--- src/rtl/seg_scan_pkg.sv ---
// Shared types and helpers for the seg_scan_mux multi-digit 7-segment scan driver.
package seg_scan_pkg;

  typedef logic [3:0] bcd_t;

  localparam int MAX_DIGITS = 8;

  // Anode select with every digit dark; narrower displays take the low bits.
  localparam logic [MAX_DIGITS-1:0] DIGIT_OFF = '1;

  function automatic int cnt_width(input int unsigned max_count);
    return (max_count < 1) ? 1 : $clog2(max_count + 1);
  endfunction

endpackage

--- src/rtl/scan_tick_gen.sv ---
// Refresh counter for the scan mux: emits a one-cycle tick at the end of every digit slot.
module scan_tick_gen
  import seg_scan_pkg::*;
#(
  parameter int unsigned REFRESH_OVERFLOW = 2**19-1
)(
  input  logic clk,
  input  logic reset_n,
  input  logic enable,
  output logic tick
);

  localparam int CW = cnt_width(REFRESH_OVERFLOW);
  localparam logic [CW-1:0] TERMINAL = CW'(REFRESH_OVERFLOW);

  logic [CW-1:0] count;

  // Held at zero while scanning is disabled so a resumed scan starts a full slot.
  always_ff @(posedge clk or negedge reset_n) begin
    if (!reset_n) begin
      count <= '0;
    end else if (!enable) begin
      count <= '0;
    end else if (count == TERMINAL) begin
      count <= '0;
    end else begin
      count <= count + CW'(1);
    end
  end

  assign tick = enable && (count == TERMINAL);

endmodule

--- src/rtl/seg_scan_mux.sv ---
// Time-multiplexed common-anode 7-segment driver with double-buffered digits and PWM dimming.
// Optional build macro LEADING_ZERO_BLANK_EN darkens leading zero digits (digit 0 always shown).
module seg_scan_mux
  import seg_scan_pkg::*;
#(
  parameter int          NUM_DIGITS       = 4,
  parameter int unsigned REFRESH_OVERFLOW = 2**19-1,
  parameter int          DIM_BITS         = 4
)(
  input  logic                    clk,
  input  logic                    reset_n,
  input  logic                    enable,
  input  logic                    load,
  input  logic [4*NUM_DIGITS-1:0] digits_in,
  input  logic [NUM_DIGITS-1:0]   dp_in,
  input  logic [DIM_BITS-1:0]     brightness,
  output logic [3:0]              output_number,
  output logic                    dp_out,
  output logic [NUM_DIGITS-1:0]   digit_select,
  output logic                    frame_done
);

  localparam int SW = cnt_width(NUM_DIGITS - 1);
  localparam logic [SW-1:0] LAST_SEL = SW'(NUM_DIGITS - 1);
  localparam logic [NUM_DIGITS-1:0] ALL_OFF = DIGIT_OFF[NUM_DIGITS-1:0];

  logic                         tick;
  logic                         boundary;
  logic [SW-1:0]                sel;
  logic [DIM_BITS-1:0]          phase;
  bcd_t [NUM_DIGITS-1:0]        pend_digits;
  bcd_t [NUM_DIGITS-1:0]        act_digits;
  logic [NUM_DIGITS-1:0]        pend_dp;
  logic [NUM_DIGITS-1:0]        act_dp;
  logic                         pend_valid;
  logic [NUM_DIGITS-1:0]        sel_onecold;
  logic [NUM_DIGITS-1:0]        blank_mask;
  logic                         lit;

  scan_tick_gen #(
    .REFRESH_OVERFLOW(REFRESH_OVERFLOW)
  ) u_tick (
    .clk    (clk),
    .reset_n(reset_n),
    .enable (enable),
    .tick   (tick)
  );

  assign boundary = tick && (sel == LAST_SEL);

  // Digit index and PWM phase both restart from zero whenever scanning resumes.
  always_ff @(posedge clk or negedge reset_n) begin
    if (!reset_n) begin
      sel   <= '0;
      phase <= '0;
    end else if (!enable) begin
      sel   <= '0;
      phase <= '0;
    end else begin
      phase <= phase + DIM_BITS'(1);
      if (tick) begin
        sel <= (sel == LAST_SEL) ? '0 : sel + SW'(1);
      end
    end
  end

  // Active digits only change at a frame boundary; a load landing on the boundary skips pending.
  always_ff @(posedge clk or negedge reset_n) begin
    if (!reset_n) begin
      pend_digits <= '0;
      pend_dp     <= '0;
      pend_valid  <= 1'b0;
      act_digits  <= '0;
      act_dp      <= '0;
    end else if (load && boundary) begin
      act_digits <= digits_in;
      act_dp     <= dp_in;
      pend_valid <= 1'b0;
    end else begin
      if (boundary && pend_valid) begin
        act_digits <= pend_digits;
        act_dp     <= pend_dp;
        pend_valid <= 1'b0;
      end
      if (load) begin
        pend_digits <= digits_in;
        pend_dp     <= dp_in;
        pend_valid  <= 1'b1;
      end
    end
  end

  always_comb begin
    sel_onecold = '1;
    for (int k = 0; k < NUM_DIGITS; k++) begin
      if (sel == SW'(k)) sel_onecold[k] = 1'b0;
    end
  end

`ifdef LEADING_ZERO_BLANK_EN
  logic upper_zero;

  // Walk down from the most significant digit; blanking stops at the first visible content.
  always_comb begin
    upper_zero = 1'b1;
    blank_mask = '0;
    for (int k = NUM_DIGITS - 1; k >= 1; k--) begin
      upper_zero    = upper_zero && (act_digits[k] == 4'd0) && !act_dp[k];
      blank_mask[k] = upper_zero;
    end
  end
`else
  assign blank_mask = '0;
`endif

  assign lit = (phase < brightness) && ((blank_mask & ~sel_onecold) == '0);

  always_ff @(posedge clk or negedge reset_n) begin
    if (!reset_n) begin
      output_number <= '0;
      dp_out        <= 1'b0;
      digit_select  <= ALL_OFF;
      frame_done    <= 1'b0;
    end else begin
      output_number <= act_digits[sel];
      dp_out        <= act_dp[sel];
      digit_select  <= (enable && lit) ? sel_onecold : ALL_OFF;
      frame_done    <= boundary;
    end
  end

endmodule
--- config.mk ---
export PLATFORM = sky130hd
export DESIGN_NAME = seg_scan_mux
export DESIGN_NICKNAME = d
export VERILOG_FILES = /design/src/rtl/seg_scan_pkg.sv /design/src/rtl/scan_tick_gen.sv /design/src/rtl/seg_scan_mux.sv
export SDC_FILE = /design/constraint.sdc
export NUM_CORES = 1
export LEC_CHECK = 0
export CORE_MARGIN = 1
export CORE_UTILIZATION = 40
export DETAILED_ROUTE_END_ITERATION = 6
export PLACE_DENSITY_LB_ADDON = 0.1
export SLEW_MARGIN = 20
export SYNTH_ARGS = -nofsm -noshare
export SYNTH_HDL_FRONTEND = slang
export SYNTH_SLANG_ARGS = --single-unit
--- constraint.sdc ---
create_clock -name clk -period 2.8 [get_ports clk]
set_input_delay 0.28 -clock clk [delete_from_list [all_inputs] [get_ports clk]]
set_output_delay 0.28 -clock clk [all_outputs]
set_load 0.1 [all_outputs]
==> metrics.md, run 1 <==
| Metric | Value |
|---|---|
| Inserted Clock Buffers | 9 |
| Cts hold-fix bufs | 0 |
| Leak | 2.06 nW |
| Drt pass-1 iters | 4 |
| CP Launch Type | flip-flop |
| Synth unique cells | 40 |
| Register area share after synthesis | between 50% and 60% |
| R2R setup slack | 0.32 ns |
| Cell taking the most area after synthesis | dfrtp_1 |
| YS warnings | 0 |
| DRT antenna net count | 0 |
| Mapped Nets | 349 |
| Initial antenna violation count | 0 |
| Worst slew pin tran | 0.953 ns |
| Synth top cells by count | dfrtp_1, nor2_1, inv_1 |
| WP buf/inv | 0 |
| Synth Area per Inst | 11.7 um2 |
| Max_slew headroom | a little over a third |
| Levels on crit path | 4 |
| Most common cell in the netlist | dfrtp_1 |
| Worst Setup SP | u_tick.count[11] |
| IO Count | 38 |
| Worst R2R Path Depth | 4 |
| Synthesized area | 3650 um2 |
| Crit-path leading delay family | simple AND/OR/NAND/NOR gates |
| Setup violators final | 0 |
| Crit Path Max Fanout | 20 |
| CTS clk-pin slew, worst paths | approximately 0.070 ns |
| EDFF count, synth | 0 |
| Wirelength, routed | 6.69 mm |
| Initial DRC count | 110 |
| FF/Latch Area | 1910 um2 |
| Final critical-path required period | 2.48 ns |
| Cell count after placement | roughly 450 |
| Power Density | 540 nW/um2 |
| Period utilization | 88.6% |
| Root buf cell | clkbuf_8 |
| Pins Over Slew Limit | 0 |
| Clk_lat worst skew | 0.35 ns |
| Top cells by area, synth | dfrtp_1, mux2_4, mux2_2 |
| Die area | between 9000 and 10,000 um2 |
| DRC violations left | 0 |
| Crit path arrival time | 2.71 ns |
| Post-CTS Setup Inserts | 0 |
| Slowest library cell on the worst path | or4_4 |
| DR vias/cell | 4.92 |
| FP Rows | 34 |
| CTS tree | done |
| Non-filler cells, final | 467 |
| Post-synth top area share | 49.4% |
| Clk sinks | 76 |
| Antenna fix cells | 0 |
| Total power | approximately 2.4 mW |
| HPWL after detailed placement | 4.37 mm |
| Area grow syn2layout | 19.4% |
| CTS resizes | 0 |
| Core footprint | ~8800 um2 |
| Vias | 2,297 |
| Total GRT Usage | 15.5% |
| HP Class | input pin to asynchronous set/reset pin |
| Critical Path RT | ~3.0 ns |
| Max-Cap Viols | 0 |
| CTS H-tree depth | 3 |
| CP Class | flip-flop to flip-flop |
| CP endpoint kind | flip-flop |
| Worst reg2reg path startpoint | u_tick.count[11] |
| Routability congestion estimate | about 0.73 |
| Final Hold Fails | 0 |
| Share of cells above drive strength 1 | 25.6% |
| Peak supply drop | 0.299 mV |
| Fraction of registers with async set/reset | 100% |
| Routed length per instance | about 14 um |
| Unrepaired setup endpoints after global routing | no |
| Crit path cell chain | nand3_1 > or4_1 > or4_4 > mux2_4 |
| Setup_tns | 0 ns |
| Die Y-Extent | between 90 and 100 um |
| Starting Density | 41.6% |
| Synth Flop Type | dfrtp_1 |
| # fillers | just over 800 |
| Area occupied by multi-input gates | approximately 1500 um2 |
| Nets | 391 |
| Vias in the first global route | approximately 2.4k |
| First-pass GRT wire length | 11.4 mm |
| Mapped Cells | 312 |
| Residual overflow from global routing | 0 |
| Status | complete, no violations |
| Clk_skew | 0.00800 ns |
| Crit-path max cell delay | slightly below 0.8 ns |
| Seq cells post-synth | 76 |
| Pin count of the biggest net entering global routing | 77 |
| Fmax | a little over 400 MHz |
| Die Width | between 90 and 100 um |
| Input/output buffers | 37 |
| Clock buffer depth | 2 |
[through the flow]
stage	hold slack [ns]	area [um2]	util [%]	setup WS (ns)
after floorplan	-0.0156	3650	-	0.509
after global placement	0.470	4110	46.9	0.351
after detailed placement	0.478	4110	46.9	0.340
after CTS	0.126	4350	49.7	0.323
after global routing	0.176	4350	49.7	0.198
final	0.0825	4350	49.7	0.319
[placed cells by master, fill, tap and decap left out, types with 9 or more instances in the layout]
master,Yosys,layout
clkbuf_8,0,10
buf_4,1,20
a21oi_1,22,22
ha_1,9,9
clkdlybuf4s50_1,0,26
mux2_4,20,20
nor2_1,38,38
mux2_2,20,20
dfrtp_1,72,72
xnor2_1,11,11
inv_1,30,30
[worst paths after layout]
path | to
setup / recovery | act_dp[1]
hold reg to reg | phase[0]
hold / removal | u_tick.count[5]
setup reg to reg | act_dp[1]
max in group asynchronous | output_number[2]
min in group clk | phase[0]
[report_power, final]
group / leakage, nW / total (mW) / switching [mW] / internal [mW]
clock network: 0.123 / 1.00 / 0.390 / 0.614
registers: 0.992 / 1.16 / 0.0201 / 1.14
logic: 0.944 / 0.191 / 0.0965 / 0.0949
total: 2.06 / 2.35 / 0.507 / 1.84
[flip-flops by register name, summed over array words and instances, names as in the netlist]
signal         count
u_tick.count      19
act_digits        16
pend_digits       16
act_dp             4
digit_select       4
output_number      4
pend_dp            4
phase              4
sel                2
dp_out             1
frame_done         1
pend_valid         1
[layer usage]
metal | vias to the layer above | part of all wire, % | wire length (um) | track usage (%)
met5 | - | 0 | 0 | 0
met4 | 0 | 1.1 | 74 | 5.43
met3 | 7 | 3.3 | 223 | 3.74
met2 | 36 | 50 | 3350 | 27.1
met1 | 1120 | 45 | 3040 | 18.5
li1 | 1134 | - | - | -
[cells by family after synthesis]
family,synth area share (%)
adder cells (fa/ha/maj),3.09
buffers and inverters,5.63
AO/OA/AOI/OAI,5.80
XOR/XNOR,3.84
flip-flops,52.3
multiplexers,17.8
AND/OR/NAND/NOR,11.6
[final cells by class]
type / count / share of cell area (%)
sequential: 76 / 43.8
timing repair buffer: 46 / 9.43
tap: 108 / 3.10
multi-input combinational: 191 / 35.5
clock inverter: 5 / 2.30
inverter: 30 / 2.59
clock buffer: 11 / 3.25
No activity file was read; power rests on OpenSTA's default activity.
==> inputs of run 2 (changes only) <==
MAX_ROUTING_LAYER = met4   (was unset)
==> metrics.md, run 2 (synthesized netlist as in run 1, its figures left out) <==
| Metric | Value |
|---|---|
| Largest regs | u_tick.count (19), act_digits (16), pend_digits (16) (unchanged) |
| Antenna fix cells | 0 (unchanged) |
| Wirelength, routed | 6.69 mm (unchanged) |
| Critical Path RT | 3.03 ns (about the same) |
| Setup_tns | 0 ns (unchanged) |
| Starting Density | 41.6% (unchanged) |
| Share of cells above drive strength 1 | 25.6% (unchanged) |
| Worst R2R Path Depth | 4 (unchanged) |
| Routability congestion estimate | 0.736 (was 0.727) |
| Area grow syn2layout | 19.4% (unchanged) |
| Crit path arrival time | 2.71 ns (about the same) |
| Max reg flops | 19 (unchanged) |
| Worst reg2reg path startpoint | u_tick.count[11] (unchanged) |
| DR vias/cell | 4.92 (about the same) |
| Drt pass-1 iters | 4 (unchanged) |
| Leak | 2.06 nW (unchanged) |
| CTS H-tree depth | 3 (unchanged) |
| CP Class | flip-flop to flip-flop (unchanged) |
| Most common cell after layout, fill and taps aside | dfrtp_1 (unchanged) |
| Total GRT Usage | 15.9% (was 15.5%) |
| Post-CTS Setup Inserts | 0 (unchanged) |
| Initial antenna violation count | 0 (unchanged) |
| Pin count of the biggest net entering global routing | 77 (unchanged) |
| Clock buffer depth | 2 (unchanged) |
| Status | complete, no violations (unchanged) |
| Initial DRC count | 117 (was 110) |
| Clk_skew | 0.00800 ns (about the same) |
| CP Launch Type | flip-flop (unchanged) |
| Clk_lat worst skew | 0.35 ns (about the same) |
| IO Count | 38 (unchanged) |
| Final Hold Fails | 0 (unchanged) |
| Max-Cap Viols | 0 (unchanged) |
| Capturing point of the worst reg2reg path | act_dp[1] (unchanged) |
| Setup violators final | 0 (unchanged) |
| Pins Over Slew Limit | 0 (unchanged) |
| FP Rows | 34 (unchanged) |
| Routed length per instance | 14.3 um (unchanged) |
| R2R setup slack | 0.32 ns (about the same) |
| Fmax | 403 MHz (about the same) |
| Peak supply drop | 0.299 mV (about the same) |
| Inserted Clock Buffers | 9 (unchanged) |
| Unrepaired setup endpoints after global routing | no (unchanged) |
| Root buf cell | clkbuf_8 (unchanged) |
| CP endpoint kind | flip-flop (unchanged) |
| HPWL after detailed placement | 4.37 mm (unchanged) |
| Crit Path Max Fanout | 20 (unchanged) |
| CTS tree | done (unchanged) |
| Commonest non-fill, non-tap cells in the layout | dfrtp_1, nor2_1, inv_1 (unchanged) |
| Nets | 391 (unchanged) |
| Period utilization | 88.6% (about the same) |
| Layout Utilization | 49.7% (unchanged) |
| CTS clk-pin slew, worst paths | 0.07 ns (about the same) |
| Clk sinks | 76 (unchanged) |
| Vias in the first global route | 2,408 (unchanged) |
| Die Width | 97.5 um (unchanged) |
| Core footprint | 8760 um2 (unchanged) |
| Worst slew pin tran | 0.953 ns (about the same) |
| Residual overflow from global routing | 0 (unchanged) |
| Final critical-path required period | 2.48 ns (about the same) |
| CTS resizes | 0 (unchanged) |
| DRC violations left | 0 (unchanged) |
| First-pass GRT wire length | 11.4 mm (unchanged) |
| Max_slew headroom | 36.5% (about the same) |
| HP Class | input pin to asynchronous set/reset pin (unchanged) |
| DRT antenna net count | 0 (unchanged) |
| Input/output buffers | 37 (unchanged) |
| Biggest register | u_tick.count (unchanged) |
| Vias | 2,299 (was 2,297) |
| Die area | 9500 um2 (unchanged) |
| Die Y-Extent | 97.5 um (unchanged) |
| Cts hold-fix bufs | 0 (unchanged) |
| Power Density | 540 nW/um2 (about the same) |
==> run 2: cell counts in the layout (fill, tap and decap cells not counted) <==
No cell type changed its count.
==> run 2: critical path: stages (launching register included) <==
cell and delay [ns]:
dfrtp_1 0.41, nand3_1 0.13, or4_1 0.68, or4_4 0.78, mux2_4 0.36
==> run 2: cell type report <==
type                       count  area, um2
inverter                      30        113
clock buffer                  11        141
multi-input combinational    191       1550
clock inverter                 5        100
sequential                    76       1910
tap                          108        135
timing repair buffer          46        410
fill                         819       4410
==> run 2: routing by layer <==
metal / GRT usage, % / vias to the layer above / part of all wire, %
li1: - / 1134 / -
met1: 18.5 / 1120 / 45
met2: 27.1 / 36 / 50
met3: 3.74 / 9 / 3.4
met4: 5.43 / 0 / 1.1
met5: - / - / 0
==> run 2: worst max-delay path by stage <==
stage                                start             end  cells after the start  slack (ns)
after floorplan            u_tick.count[0]   act_digits[0]                      7        0.51
after global placement    u_tick.count[11]   act_digits[8]                      4        0.35
after detailed placement  u_tick.count[11]  act_digits[13]                      4        0.34
after CTS                 u_tick.count[11]  act_digits[15]                      4        0.32
after global routing      u_tick.count[11]   act_digits[1]                      4        0.20
final                     u_tick.count[11]       act_dp[1]                      4        0.32
==> run 2: power breakdown <==
part,internal [mW],switching (mW)
clock network,0.614,0.390
registers,1.14,0.0201
logic,0.0949,0.0965
==> run 2: per-stage QoR <==
stage / setup WS (ns) / hold slack (ns) / power, mW / instance area [um2] / cells
floorplan: 0.509 / -0.0156 / 1.28 / 3650 / 312
global placement: 0.351 / 0.470 / 1.37 / 4110 / 451
finish: 0.319 / 0.0827 / 2.35 / 4350 / 467
CTS: 0.323 / 0.126 / 2.39 / 4350 / 467
detailed placement: 0.340 / 0.478 / 1.37 / 4110 / 451
global route: 0.198 / 0.176 / 2.44 / 4350 / 467
==> inputs of run 3 (changes only) <==
SYNTH_HIERARCHICAL = 1   (was unset)
==> metrics.md, run 3 <==
| Metric | Value |
|---|---|
| Clock buffer depth | 2 (unchanged) |
| Mapped Nets | 329 (was 349) |
| FP Rows | 34 (unchanged) |
| Register area share after synthesis | 53.7% (was 52.3%) |
| Cell taking the most area after synthesis | dfrtp_1 (unchanged) |
| Share of cells above drive strength 1 | 21.5% (was 25.6%) |
| CTS resizes | 0 (unchanged) |
| Initial DRC count | 46 (was 117) |
| Crit path arrival time | 2.74 ns (was 2.71 ns) |
| Nets | 367 (was 391) |
| Post-synth top area share | 50.7% (was 49.4%) |
| Synth unique cells | 45 (was 40) |
| CTS H-tree depth | 3 (unchanged) |
| First-pass GRT wire length | 10.8 mm (was 11.4 mm) |
| Final critical-path required period | 2.52 ns (was 2.48 ns) |
| DRC violations left | 0 (unchanged) |
| Top cells by area, synth | dfrtp_1, mux2_4, o22ai_1 (was dfrtp_1, mux2_4, mux2_2) |
| Residual overflow from global routing | 0 (unchanged) |
| Worst Setup SP | u_tick/count[0] (was u_tick.count[11]) |
| DRT antenna net count | 0 (unchanged) |
| DR vias/cell | 5.01 (was 4.92) |
| Commonest non-fill, non-tap cells in the layout | dfrtp_1, nand2_1, clkdlybuf4s50_1 (was dfrtp_1, nor2_1, inv_1) |
| Setup WS pre-CTS | 0.295 ns (was 0.340 ns) |
| Power Density | 531 nW/um2 (was 540 nW/um2) |
| Setup_tns | 0 ns (unchanged) |
| GR Util met2 | 25.9% (was 27.1%) |
| # fillers | 825 (was 819) |
| Total GRT Usage | 16.2% (was 15.9%) |
| Area grow syn2layout | 16.6% (was 19.4%) |
| Critical Path RT | 3.02 ns (was 3.03 ns) |
| Vias | 2,219 (was 2,299) |
| Die area | 9260 um2 (was 9500 um2) |
| Die Y-Extent | 96.2 um (was 97.5 um) |
| Most common cell after layout, fill and taps aside | dfrtp_1 (unchanged) |
| HPWL after detailed placement | 4.17 mm (was 4.37 mm) |
| CP Launch Type | flip-flop (unchanged) |
| Status | complete, no violations (unchanged) |
| Clk_skew | 0.00754 ns (was 0.00800 ns) |
| Fmax | 397 MHz (was 403 MHz) |
| Input/output buffers | 37 (unchanged) |
| Met1 usage | 19.7% (was 18.5%) |
| Max_slew headroom | 36.8% (was 36.5%) |
| Worst slew pin tran | 0.947 ns (was 0.953 ns) |
| Clk_lat worst skew | 0.34 ns (was 0.35 ns) |
| HP Class | input pin to asynchronous set/reset pin (unchanged) |
| Initial antenna violation count | 0 (unchanged) |
| Post-CTS Setup Inserts | 0 (unchanged) |
| Final Hold Fails | 0 (unchanged) |
| CTS tree | done (unchanged) |
| Die Width | 96.2 um (was 97.5 um) |
| Synth top cells by count | dfrtp_1, nand2_1, mux2_4 (was dfrtp_1, nor2_1, inv_1) |
| Final WS setup | 0.284 ns (was 0.319 ns) |
| Starting Density | 40.9% (was 41.6%) |
| Max-Cap Viols | 0 (unchanged) |
| Cts hold-fix bufs | 0 (unchanged) |
| Pin count of the biggest net entering global routing | 77 (unchanged) |
| Vias in the first global route | 2,272 (was 2,408) |
| Met3 usage | 5.06% (was 3.74%) |
| Pins Over Slew Limit | 0 (unchanged) |
| Unrepaired setup endpoints after global routing | no (unchanged) |
| CP Class | flip-flop to flip-flop (unchanged) |
| Period utilization | 89.9% (was 88.6%) |
| Largest regs | u_tick/count (19), act_digits (16), pend_digits (16) (was u_tick.count (19), act_digits (16), pend_digits (16)) |
| Wirelength, routed | 6.54 mm (was 6.69 mm) |
| IO Count | 38 (unchanged) |
| EDFF count, synth | 0 (unchanged) |
| Root buf cell | clkbuf_8 (unchanged) |
| Core footprint | 8680 um2 (was 8760 um2) |
| YS warnings | 6 (was 0) |
| Setup violators final | 0 (unchanged) |
| Routed length per instance | 14.8 um (was 14.3 um) |
| Synth Area per Inst | 12.2 um2 (was 11.7 um2) |
| R2R setup slack | 0.28 ns (was 0.32 ns) |
| Crit Path Max Fanout | 20 (unchanged) |
| Antenna fix cells | 0 (unchanged) |
| Inserted Clock Buffers | 9 (unchanged) |
| Most Crowded Layer GR | met2 (unchanged) |
| CTS clk-pin slew, worst paths | 0.08 ns (was 0.07 ns) |
| Worst R2R Path Depth | 7 (was 4) |
| Mapped Cells | 292 (was 312) |
| Worst reg2reg path startpoint | u_tick/count[0] (was u_tick.count[11]) |
| Leak | 1.86 nW (was 2.06 nW) |
| Seq cells post-synth | 76 (unchanged) |
| Peak supply drop | 0.219 mV (was 0.299 mV) |
| Drt pass-1 iters | 4 (unchanged) |
| CP endpoint kind | flip-flop (unchanged) |
| Clk sinks | 76 (unchanged) |
| Max reg flops | 19 (unchanged) |
| Capturing point of the worst reg2reg path | pend_dp[0] (was act_dp[1]) |
| Most common cell in the netlist | dfrtp_1 (unchanged) |
| Fraction of registers with async set/reset | 100% (unchanged) |
| Biggest register | u_tick/count (was u_tick.count) |
| Synth Flop Type | dfrtp_1 (unchanged) |
| Synthesized area | 3550 um2 (was 3650 um2) |
| Routability congestion estimate | 0.736 (unchanged) |
## run 3: cell count changes after synthesis, sizes merged, moves of 20 or more
cell	previous run	this run
mux2	40	20
nand2	7	27
o21ai	3	23
a21oi	22	2
inv	30	7
## run 3: logic make-up after synthesis
| logic type | share of synthesized area, % |
|---|---|
| compound gates | 8.38 |
| xor+xnor | 4.19 |
| fa+ha+maj | 3.17 |
| buf+inv | 4.37 |
| flops | 53.7 |
| mux | 12.2 |
| simple gates | 14.0 |
## run 3: where the power goes
group / switching [mW] / internal [mW] / leakage [nW]
clock network: 0.390 / 0.458 / 0.102
registers: 0.0237 / 1.14 / 0.992
logic: 0.0899 / 0.104 / 0.768
## run 3: worst max-delay path by stage
stage	to	slack, ns
5_1_grt	act_dp[0]	0.05
6_report	pend_dp[0]	0.28
2_1_floorplan	pend_digits[0]	0.78
4_1_cts	pend_dp[1]	0.27
3_3_place_gp	pend_digits[7]	0.34
3_5_place_dp	pend_dp[3]	0.30
## run 3: layer usage
metal / up-vias / part of all wire, %
met5: - / 0
met4: 0 / 1.4
met3: 9 / 4.0
met2: 40 / 46
met1: 1066 / 49
li1: 1104 / -
## run 3: final cells by class
type	count	area, um2	area share (%)
Sequential cell	76	1910	46.0
Multi-Input combinational cell	194	1490	36.0
Timing Repair Buffer	42	380	9.18
Clock buffer	12	155	3.75
Tap cell	108	135	3.26
Clock inverter	4	47.5	1.15
Inverter	7	26.3	0.634
## run 3: critical path, cell delays in order (launching register included)
cell and delay, ns:
dfrtp_1 0.41, ha_1 0.27, and3_2 0.27, nand4_4 0.12
nor2_1 0.12, and2_4 0.20, nor2_4 0.65, mux2_4 0.35
## run 3: per-stage QoR
stage                     power [mW]  util (%)  std cells  instance area (um2)  hold WS (ns)
after global placement          1.37      45.4        427                 3940         0.451
after floorplan                 1.29         -        292                 3550       -0.0156
after CTS                       2.24      47.7        443                 4140         0.123
after global routing            2.30      47.7        443                 4140         0.170
final                           2.20      47.7        443                 4140        0.0832
after detailed placement        1.38      45.4        427                 3940         0.466
